File: config.mk
export PLATFORM = sky130hd
export DESIGN_NAME = move_wide_unit
export DESIGN_NICKNAME = d
export VERILOG_FILES = /design/src/rtl/move_wide_unit.sv
export SDC_FILE = /design/constraint.sdc
export NUM_CORES = 1
export LEC_CHECK = 0
export ABC_AREA = 0
export CAP_MARGIN = 10
export CELL_PAD_IN_SITES_DETAIL_PLACEMENT = 1
export CELL_PAD_IN_SITES_GLOBAL_PLACEMENT = 1
export CORE_ASPECT_RATIO = 0.7
export CORE_MARGIN = 2
export CORE_UTILIZATION = 42
export CTS_BUF_LIST = sky130_fd_sc_hd__clkbuf_8
export CTS_CLUSTER_DIAMETER = 40
export DETAILED_ROUTE_END_ITERATION = 12
export HOLD_SLACK_MARGIN = 0.05
export MAX_ROUTING_LAYER = met4
export PLACE_DENSITY = 0.89
export SYNTH_ARGS = -nofsm -noshare
export SYNTH_HDL_FRONTEND = slang
export SYNTH_SLANG_ARGS = --single-unit
File: constraint.sdc
create_clock -name clk -period 2.2 [get_ports clk]
set_input_delay 0.44 -clock clk [delete_from_list [all_inputs] [get_ports clk]]
set_output_delay 0.44 -clock clk [all_outputs]
set_load 0.05 [all_outputs]
File: src/rtl/move_wide_unit.sv
// move_wide_unit: two-stage execute unit for MOVZ / MOVN / MOVK wide-immediate moves.
// S1 captures the request; S2 holds the computed, registered result.
// MOVK bases are forwarded from S2 or from a one-entry retire register so that
// back-to-back insert chains to one register build the full constant.
module move_wide_unit #(
  parameter int DATA_W = 64,
  parameter int IMM_W  = 16,
  parameter int REG_W  = 5,
  localparam int LANES = DATA_W / IMM_W,
  localparam int HW_W  = $clog2(LANES)
) (
  input  logic              clk,
  input  logic              reset_n,
  input  logic              flush,
  input  logic              in_valid,
  output logic              in_ready,
  input  logic [1:0]        in_op,
  input  logic              in_sf,
  input  logic [HW_W-1:0]   in_hw,
  input  logic [IMM_W-1:0]  in_imm,
  input  logic [REG_W-1:0]  in_rd,
  input  logic [DATA_W-1:0] in_rd_val,
  output logic              out_valid,
  input  logic              out_ready,
  output logic [DATA_W-1:0] out_result,
  output logic [REG_W-1:0]  out_rd,
  output logic              out_err
);

  localparam int SH_W = $clog2(DATA_W);
  localparam logic [REG_W-1:0] XZR = {REG_W{1'b1}};

  logic              s1_valid;
  logic [1:0]        s1_op;
  logic              s1_sf;
  logic [HW_W-1:0]   s1_hw;
  logic [IMM_W-1:0]  s1_imm;
  logic [REG_W-1:0]  s1_rd;
  logic [DATA_W-1:0] s1_rd_val;

  logic              ret_valid;
  logic [REG_W-1:0]  ret_rd;
  logic [DATA_W-1:0] ret_val;

  logic              s2_load;
  logic              out_fire;
  logic [SH_W-1:0]   shamt;
  logic [DATA_W-1:0] imm_sh;
  logic [DATA_W-1:0] lane_mask;
  logic [DATA_W-1:0] base;
  logic [DATA_W-1:0] s1_result;
  logic              s1_illegal;

  assign s2_load  = !out_valid || out_ready;
  assign in_ready = !flush && (!s1_valid || s2_load);
  // A handshake coinciding with a flush is discarded, so it must not retire.
  assign out_fire = out_valid && out_ready && !flush;

  // Result computation for the request sitting in S1, including MOVK base forwarding.
  always_comb begin
    shamt      = SH_W'(s1_hw) * SH_W'(IMM_W);
    imm_sh     = {{(DATA_W-IMM_W){1'b0}}, s1_imm} << shamt;
    lane_mask  = {{(DATA_W-IMM_W){1'b0}}, {IMM_W{1'b1}}} << shamt;
    s1_illegal = (s1_op == 2'b11) || (!s1_sf && (s1_hw >= HW_W'(LANES/2)));

    if (s1_rd == XZR)
      base = '0;
    else if (out_valid && !out_err && (out_rd == s1_rd))
      base = out_result;
    else if (ret_valid && (ret_rd == s1_rd))
      base = ret_val;
    else
      base = s1_rd_val;

    case (s1_op)
      2'b00:   s1_result = imm_sh;
      2'b01:   s1_result = ~imm_sh;
      2'b10:   s1_result = (base & ~lane_mask) | imm_sh;
      default: s1_result = '0;
    endcase
    if (!s1_sf)
      s1_result[DATA_W-1:DATA_W/2] = '0;
    if (s1_illegal)
      s1_result = '0;
  end

  // S1 capture stage: accepts a new request whenever it is empty or draining into S2.
  always_ff @(posedge clk or negedge reset_n) begin
    if (!reset_n) begin
      s1_valid  <= 1'b0;
      s1_op     <= '0;
      s1_sf     <= 1'b0;
      s1_hw     <= '0;
      s1_imm    <= '0;
      s1_rd     <= '0;
      s1_rd_val <= '0;
    end else if (flush) begin
      s1_valid <= 1'b0;
    end else if (in_ready) begin
      s1_valid <= in_valid;
      if (in_valid) begin
        s1_op     <= in_op;
        s1_sf     <= in_sf;
        s1_hw     <= in_hw;
        s1_imm    <= in_imm;
        s1_rd     <= in_rd;
        s1_rd_val <= in_rd_val;
      end
    end
  end

  // S2 output stage: registered result, held while the consumer stalls.
  always_ff @(posedge clk or negedge reset_n) begin
    if (!reset_n) begin
      out_valid  <= 1'b0;
      out_result <= '0;
      out_rd     <= '0;
      out_err    <= 1'b0;
    end else if (flush) begin
      out_valid <= 1'b0;
    end else if (s2_load) begin
      out_valid <= s1_valid;
      if (s1_valid) begin
        out_result <= s1_result;
        out_rd     <= s1_rd;
        out_err    <= s1_illegal;
      end
    end
  end

  // Retire register: remembers the last accepted good result across the writeback gap.
  always_ff @(posedge clk or negedge reset_n) begin
    if (!reset_n) begin
      ret_valid <= 1'b0;
      ret_rd    <= '0;
      ret_val   <= '0;
    end else if (flush) begin
      ret_valid <= 1'b0;
    end else if (out_fire && !out_err) begin
      ret_valid <= 1'b1;
      ret_rd    <= out_rd;
      ret_val   <= out_result;
    end
  end

endmodule
-- Word-level counts from Yosys, hierarchy flattened
Index checks and enable logic that the tools add are counted.
- flip-flop bits (word level): 232
- bits of input ports: 95
- output and inout port bits: 72
- logic and storage cells: 63
- order comparisons: 1
- equality and inequality tests: 6
- shifts and indexed selects: 2
- multiplexer cells: 12
- bitwise operators: 5
- reduce and logical (&&, ||, !) cells: 23
- operators by type and width (operator ; count):
    $mux 64 ; 4
    $pmux 64 s3 ; 1
    $not 64->64 ; 2
    $and 64x64->64 ; 1
    $or 64x64->64 ; 1
    $shl 16x6->64 ; 1
    $shl 16x6->64 const A ; 1
    $mux 32 ; 1
    $eq 5x5->1 ; 2
    $logic_and 1x1->1 ; 8
    $mux 1 ; 6
    $reduce_and 3->1 ; 2
    $reduce_bool 2->1 ; 3
    $eq 5x5->1 const B ; 1
    $logic_not 1->1 ; 5
    $eq 2x2->1 const B ; 2
    $logic_or 1x1->1 ; 3
    $eq 2x1->1 const B ; 1
    $ge 2x2->1 const B ; 1
    $logic_not 2->1 ; 1
    $reduce_and 2->1 ; 1
    $not 1->1 ; 1

-- Depth between registers and ports, before layout
Gate-level depths: netlist of run 1.
- word-level depth: 10
- depth in mapped cells: 7
- mapped depth without buffers: 5

-- Worst setup path before layout of run 1
No wires, ideal clock.
- path kind: flip-flop to flip-flop
- from: reg out_valid
- to: reg s1_rd_val[16]
- arrival time: 2511 ps
- data required time: 2075 ps
- setup slack: -435 ps
- stages on the path, launching flop included: 6
- cell sequence: dfrtp_1 nor2b_4 a21oi_1 nand2_1 buf_1 mux2_2
- word-level cells in the longest chain between the ends: 5
- RTL lines (item ; RTL line ; source):
    start: declaration ; 23 ; output logic out_valid,
    start signal: assignment ; 122 ; out_valid <= s1_valid;
    $logic_not 1->1 ; 54 ; assign s2_load = !out_valid || out_ready;
    $logic_or 1x1->1 ; 54 ;
    $logic_or 1x1->1 ; 55 ; assign in_ready = !flush && (!s1_valid || s2_load);
    $logic_and 1x1->1 ; 55 ;
    named net in_ready ; 16 ; output logic in_ready,
    $reduce_and 3->1 (no source line) ; - ;
    end signal: assignment ; 107 ; s1_rd_val <= in_rd_val;
    end: declaration ; 39 ; logic [DATA_W-1:0] s1_rd_val;
The timed path passes the listed nets, and every way through them passes these cells.
A chain may end at the register's enable or synchronous reset.

-- Worst setup path in the final report of run 1
- from: in out_ready
- to: out in_ready
- word-level cells in the longest chain between the ends: 3
- RTL lines (item ; RTL line ; source):
    start: declaration ; 24 ; input logic out_ready,
    $logic_or 1x1->1 ; 54 ;
    $logic_or 1x1->1 ; 55 ;
    $logic_and 1x1->1 ; 55 ;
    end: declaration ; 16 ;
No other way between the ends.

==> results of run 1 <==
==> logic make-up after synthesis <==
family | Yosys count | synth area share
AOI/OAI and AO/OA | 228 | 0.125
muxes | 223 | 0.214
buffers and inverters | 92 | 0.0365
DFF | 232 | 0.511
and+or+nand+nor | 242 | 0.105
xor gates and xnor gates | 10 | 0.00771
==> layout by cell type (no fill, tap or decap), drive strengths merged, types with 2 or more instances in the layout <==
| cell type | instances |
|---|---|
| dfrtp | 232 |
| nor4 | 5 |
| and3 | 66 |
| diode | 2 |
| inv | 10 |
| and2 | 2 |
| clkdlybuf4s50 | 93 |
| nand3 | 2 |
| clkinv | 6 |
| xor2 | 6 |
| a21oi | 2 |
| nand2b | 3 |
| mux2i | 64 |
| clkbuf | 51 |
| a22oi | 32 |
| a211oi | 64 |
| o22ai | 32 |
| xnor2 | 4 |
| o21ai | 96 |
| dlygate4sd2 | 67 |
| nand2 | 85 |
| mux2 | 159 |
| nor2b | 5 |
| nor2 | 71 |
| buf | 45 |
==> registers in the layout (all words and copies together) (netlist names) <==
| name | count |
|---|---|
| out_result | 64 |
| out_err | 1 |
| s1_op | 2 |
| ret_rd | 5 |
| ret_val | 64 |
| s1_hw | 2 |
| out_rd | 5 |
| s1_rd | 5 |
| s1_sf | 1 |
| ret_valid | 1 |
| out_valid | 1 |
| s1_valid | 1 |
| s1_imm | 16 |
| s1_rd_val | 64 |
==> final timing paths <==
| kind | startpoint | to | slack, ns |
|---|---|---|---|
| max in group asynchronous | reset_n | s1_rd_val[26] | 1.16 |
| worst min-delay path | reset_n | out_result[6] | 0.33 |
| worst max register to register | s1_rd[0] | out_result[1] | 0.13 |
| worst min register to register | ret_val[59] | ret_val[59] | 0.50 |
| min in group clk | in_rd_val[16] | s1_rd_val[16] | 0.49 |
| worst max-delay path | out_ready | in_ready | 0.04 |
==> layer usage <==
metal | vias to the layer above | global-route usage | wire (µm)
li1 | 4020 | - | -
met1 | 4762 | 0.360 | 16700
met2 | 346 | 0.417 | 17000
met3 | 72 | 0.0650 | 2500
met4 | 0 | 0.106 | 1110
met5 | - | - | 0
==> synth_stat cells (all sizes together) <==
library cell  count
nand3             2
xor2              6
and4              1
a211oi           64
nor3b             1
inv               1
o21ai            96
mux2i            64
nor4              5
dfrtp           232
and3             66
nand2            85
a22oi            32
nor2             71
nor2b             5
a21oi             2
clkbuf           59
buf              32
nand2b            3
a31oi             1
o22ai            32
and2              2
xnor2             4
mux2            159
or3b              1
a21o              1
==> power groups by stage <==
stage	sequential (µW)	combinational [µW]	clock [µW]
detailed placement	6260	4390	0
global placement	6160	4240	0
CTS	6190	4220	4120
floorplan	6970	1780	0
global route	6350	4480	4290
finish	6210	4210	4030
==> layout make-up <==
type | instances | area (µm²) | share of cell area
timing repair buffer | 206 | 2090 | 0.145
antenna | 2 | 5.00 | 0.000349
clock inverter | 16 | 98.8 | 0.00689
inverter | 1 | 3.75 | 0.000262
multi-input combinational | 703 | 5190 | 0.362
sequential | 232 | 5810 | 0.405
clock buffer | 51 | 702 | 0.0489
tap | 364 | 455 | 0.0317
==> critical path, stage by stage <==
cell and delay [ns]:
clkdlybuf4s50_1 0.60, nor2b_4 0.06, buf_4 0.16, a21oi_4 0.17, buf_4 0.16, buf_12 0.13
==> metrics by stage <==
stage / setup TNS [ns] / utilization / hold WS, ns / total power (µW)
global placement: -9.81 / 0.511 / 0.299 / 10400
global route: 0 / 0.538 / 0.320 / 15100
finish: 0 / 0.538 / 0.329 / 14500
floorplan: 0 / - / 0.144 / 8760
detailed placement: -13.57 / 0.511 / 0.296 / 10700
CTS: 0 / 0.538 / 0.305 / 14500
==> timing repair <==
action                     4_1_cts  5_1_grt
setup endpoints to repair       67       44
hold endpoints to repair        91        0
resized for setup               67        1
pin swaps                        0        1
hold buffers                     1        0
==> reports/metrics.cfg, run 1 <==
[clocking]
clock_latency_ns = 0.56
cts_buffer_depth = 3
cts_setup_buffers = 0
cts_buffers = 40
cts_tree = done
clockRootBuffer = clkbuf_8
htreeDepth = 2
clk_pin_slew_ns = 0.06
clock_sinks = 232

[floorplan]
die_area_mm2 = 0.0284
start_util = 0.426
die_w_um = 201
ios = 167
coreArea_mm2 = 0.0267
die_height_um = 142
std_cell_rows = 50

[synth]
ys_seq_elements = 232
synthTopCellsByArea = dfrtp_1, mux2_2, mux2i_1, a211oi_1, and3_1
yosys.area.top_type = dfrtp_1
syn_nets = 1122
yosys_warnings = 0
yosysUniqueCellTypes = 32
synth_area_per_cell_um2 = 11.1
synth.top_cell.area_share = 0.511
syn_area_mm2 = 0.0114
syn_inst = 1027
yosysSeqAreaShare = 0.511

[place]
dpl_cell_area_mm2 = 0.0136
numPortBuffers = 166
dp_hpwl_um = 24400
gp_congestion = 0.817
place_ws_ns = -0.336
place_inst = 1505

[setup_path]
cp-start-kind = input port
worstSetupEndpointType = output port
critPathKind = in -> out
worstPathRequired_ns = 1.76
reg2reg_depth = 6
cp.arrival_ns = 1.72
path_max_fanout = 4

[global_routing]
grt_antenna_before_repair = 1
grt_max_degree = 79
grt_pass1_wl_um = 58700
grt_remaining_overflow = 0
track_usage = 0.275
first_global_vias = 9974

[routing]
postRouteAntennaNets = 0
routedWlPerCell_um = 23.7
wl_um = 37400
drt_iter0_drc = 713
dr.pass1.iters = 5
route.vias.total = 9200
via_per_inst = 5.84
drc = 0

[sta]
finClkSkew_ns = 0.0145
final.setup.worst_slack_ns = 0.0374
max_freq_mhz = 462
timing.final.crit_share = 0.983
setup_viol = 0
slew_violations = 0
rsz0062_at_grt = false
hold_viol = 0
worstMarginPinSlew_ns = 0.868
min_period_ns = 2.16
slew_headroom = 0.419

[cells_and_area]
num-nets-final = 1279
syn_to_final_growth_pct = 26.3
instances_no_fill = 1575
drive_above_1_share = 0.232
final_area_mm2 = 0.0143
fillers = 2871

[pwr]
p_int_uw = 9070
vdd_ir_drop_max_v = 0.000553
clkPwrFrac = 0.279
power_density_mw_per_mm2 = 1010
power_switching_uw = 5380
p_leak_uw = 0.00671
seq_power_share = 0.430
power_frac_comb = 0.291
sw_frac_of_total = 0.372

[outcome]
status = completed

[job]
cap_violations = 0

[min_path]
hold_path.class = in -> async

No activity file was read; power rests on OpenSTA's default activity.
==> run 2, diff against run 1 <==
- GPL_TIMING_DRIVEN: default -> 0
==> run 2 against run 1 <==
  * Sequential share of layout area fell by 0.50 points
  * Worst setup slack gained 0.015 ns
  * Via count rose by 3.6%
  * Core utilization up 0.67 points
  * First-iteration DRC count fell by 2.5%
  * Die area unchanged
  * Final cell count increased by 3.8%
  * Critical path type is now reg -> reg
  * Highest routed layer unchanged
==> reports/metrics.cfg, run 2 (synthesis results as in run 1) <==
[setup_path]
worstPathRequired_ns = 2.68  ; was 1.76 ns
path_cells = nor2b_4 -> nor3b_2 -> and2_1 -> clkbuf_1 -> clkbuf_2 -> a22oi_1 -> o21ai_1  ; was clkdlybuf4s50_1 -> nor2b_4 -> buf_4 -> a21oi_4 -> buf_4 -> buf_12
worstSetupEndpointType = flop  ; was output port
cp-start-kind = flop  ; was input port
max_stage_delay_ns = 0.42  ; was 0.60 ns
cp.arrival_ns = 2.63  ; was 1.72 ns
crit_slowest_cell = dfrtp_1  ; was clkdlybuf4s50_1
path_max_fanout = 10  ; was 4
critPathKind = reg -> reg  ; was in -> out

[clocking]
clk_pin_slew_ns = 0.07  ; was 0.06 ns
clock_sinks = 232  ; unchanged
clockRootBuffer = clkbuf_8  ; unchanged
clock_latency_ns = 0.57  ; was 0.56 ns
cts_buffers = 40  ; unchanged
cts_tree = done  ; unchanged
htreeDepth = 2  ; unchanged
cts_buffer_depth = 3  ; unchanged

[pwr]
vdd_ir_drop_max_v = 0.000485  ; was 0.000553 V
power_density_mw_per_mm2 = 1020  ; was 1010 mW/mm²
p_leak_uw = 0.00683  ; was 0.00671 µW

[cells_and_area]
utilization = 0.545  ; was 0.538
syn_to_final_growth_pct = 27.9  ; was 26.3%
final_cell_mix = dfrtp_1, mux2_2, clkdlybuf4s50_1  ; unchanged
drive_above_1_share = 0.243  ; was 0.232
final_common_cell = dfrtp_1  ; unchanged
num-nets-final = 1335  ; was 1,279
reg_top3 = out_result (64), ret_val (64), s1_rd_val (64)  ; unchanged

[place]
dp_hpwl_um = 26600  ; was 24,400 µm
place_ws_ns = -0.755  ; was -0.336 ns
gp_congestion = 0.853  ; was 0.817
numPortBuffers = 166  ; unchanged

[global_routing]
track_usage = 0.282  ; was 0.275
grt_antenna_before_repair = 1  ; unchanged
grt_remaining_overflow = 0  ; unchanged
first_global_vias = 10005  ; was 9,974
grt_pass1_wl_um = 59800  ; was 58,700 µm
grt_max_degree = 120  ; was 79

[floorplan]
die_area_mm2 = 0.0284  ; unchanged
die_w_um = 201  ; unchanged
die_height_um = 142  ; unchanged
start_util = 0.426  ; unchanged
std_cell_rows = 50  ; unchanged
ios = 167  ; unchanged
coreArea_mm2 = 0.0267  ; unchanged

[min_path]
hold_path.class = in -> reg  ; was in -> async

[sta]
hold_viol = 0  ; unchanged
slew_headroom = 0.416  ; was 0.419
slew_violations = 0  ; unchanged
min_period_ns = 2.15  ; was 2.16 ns
final.setup.worst_slack_ns = 0.0522  ; was 0.0374 ns
rsz0062_at_grt = true  ; was false
max_freq_mhz = 466  ; was 462 MHz
setup_viol = 0  ; unchanged
finClkSkew_ns = 0.0156  ; was 0.0145 ns
timing.final.crit_share = 0.976  ; was 0.983
worstMarginPinSlew_ns = 0.875  ; was 0.868 ns

[routing]
drc = 0  ; unchanged
postRouteAntennaNets = 0  ; unchanged
dr.pass1.iters = 5  ; unchanged
via_per_inst = 5.83  ; was 5.84
routedWlPerCell_um = 24.0  ; was 23.7 µm
drt_iter0_drc = 695  ; was 713
wl_um = 39200  ; was 37,400 µm
route.vias.total = 9527  ; was 9,200

[job]
cap_violations = 0  ; unchanged

[outcome]
status = completed  ; unchanged

-- run 2: cell types whose count changed in the layout (fill, tap and decap cells not counted), sizes merged --
| cell | change |
|---|---|
| buf | -11 |
| bufinv | +1 |
| clkbuf | +67 |
| clkinvlp | +3 |
| diode | -1 |
| dlygate4sd2 | +4 |
| inv | -3 |
-- run 2: area by class of cell --
cell class	instances	area [µm²]
repair buffers	173	1660
well taps	364	455
diodes	1	2.50
multi-input cells	703	5250
fillers	2907	12100
inverters	1	3.75
plain buffers	89	450
flip-flops and latches	232	5810
clock inverters	17	135
clock buffers	55	757
-- run 2: metrics by stage --
step	hold slack, ns	TNS (ns)	cells	area [µm²]	total power, µW
detailed placement	0.487	-113.72	1558	13500	10600
finish	0.490	0	1635	14500	14900
floorplan	0.144	0	1027	11400	8760
global route	0.470	-0.248	1635	14500	15500
CTS	0.463	0	1633	14400	14900
global placement	0.472	-2215.60	1557	13500	10400
-- run 2: repair_timing --
item	in CTS	in global routing
pin swaps	5	3
setup endpoints to repair	232	182
hold endpoints to repair	113	0
hold buffers	1	0
buffers inserted	2	3
resized for setup	91	49
-- run 2: final timing paths --
kind	slack, ns	start	endpoint	cells past startpoint
min reg2reg	0.50	ret_val[19]	ret_val[19]	1
max in group asynchronous	0.53	reset_n	s1_rd[0]	3
min in group asynchronous	0.55	reset_n	out_result[7]	2
max reg2reg	0.05	out_valid	out_result[61]	7
max	0.05	out_valid	out_result[61]	7
min	0.49	in_rd_val[39]	s1_rd_val[39]	2
-- run 2: power by group --
part,internal (µW),total [µW],switching [µW]
sequential,5260,6220,965
clock,2470,4390,1920
combinational,1610,4240,2640
-- run 2: layer usage --
| metal | track usage | up-vias | wire, µm | part of all wire |
|---|---|---|---|---|
| met5 | - | - | 0 | 0 |
| met4 | 0.0854 | 0 | 1080 | 0.028 |
| met3 | 0.0554 | 93 | 2740 | 0.070 |
| met2 | 0.429 | 382 | 18000 | 0.46 |
| met1 | 0.384 | 4904 | 17400 | 0.44 |
| li1 | - | 4148 | - | - |
-- run 2: worst max-delay path: cells and delay by family, from the launching register on --
family	cells	cell delay, ns
and+or+nand+nor	3	0.72
buffers and inverters	2	0.69
DFF	1	0.42
AOI/OAI and AO/OA	2	0.25
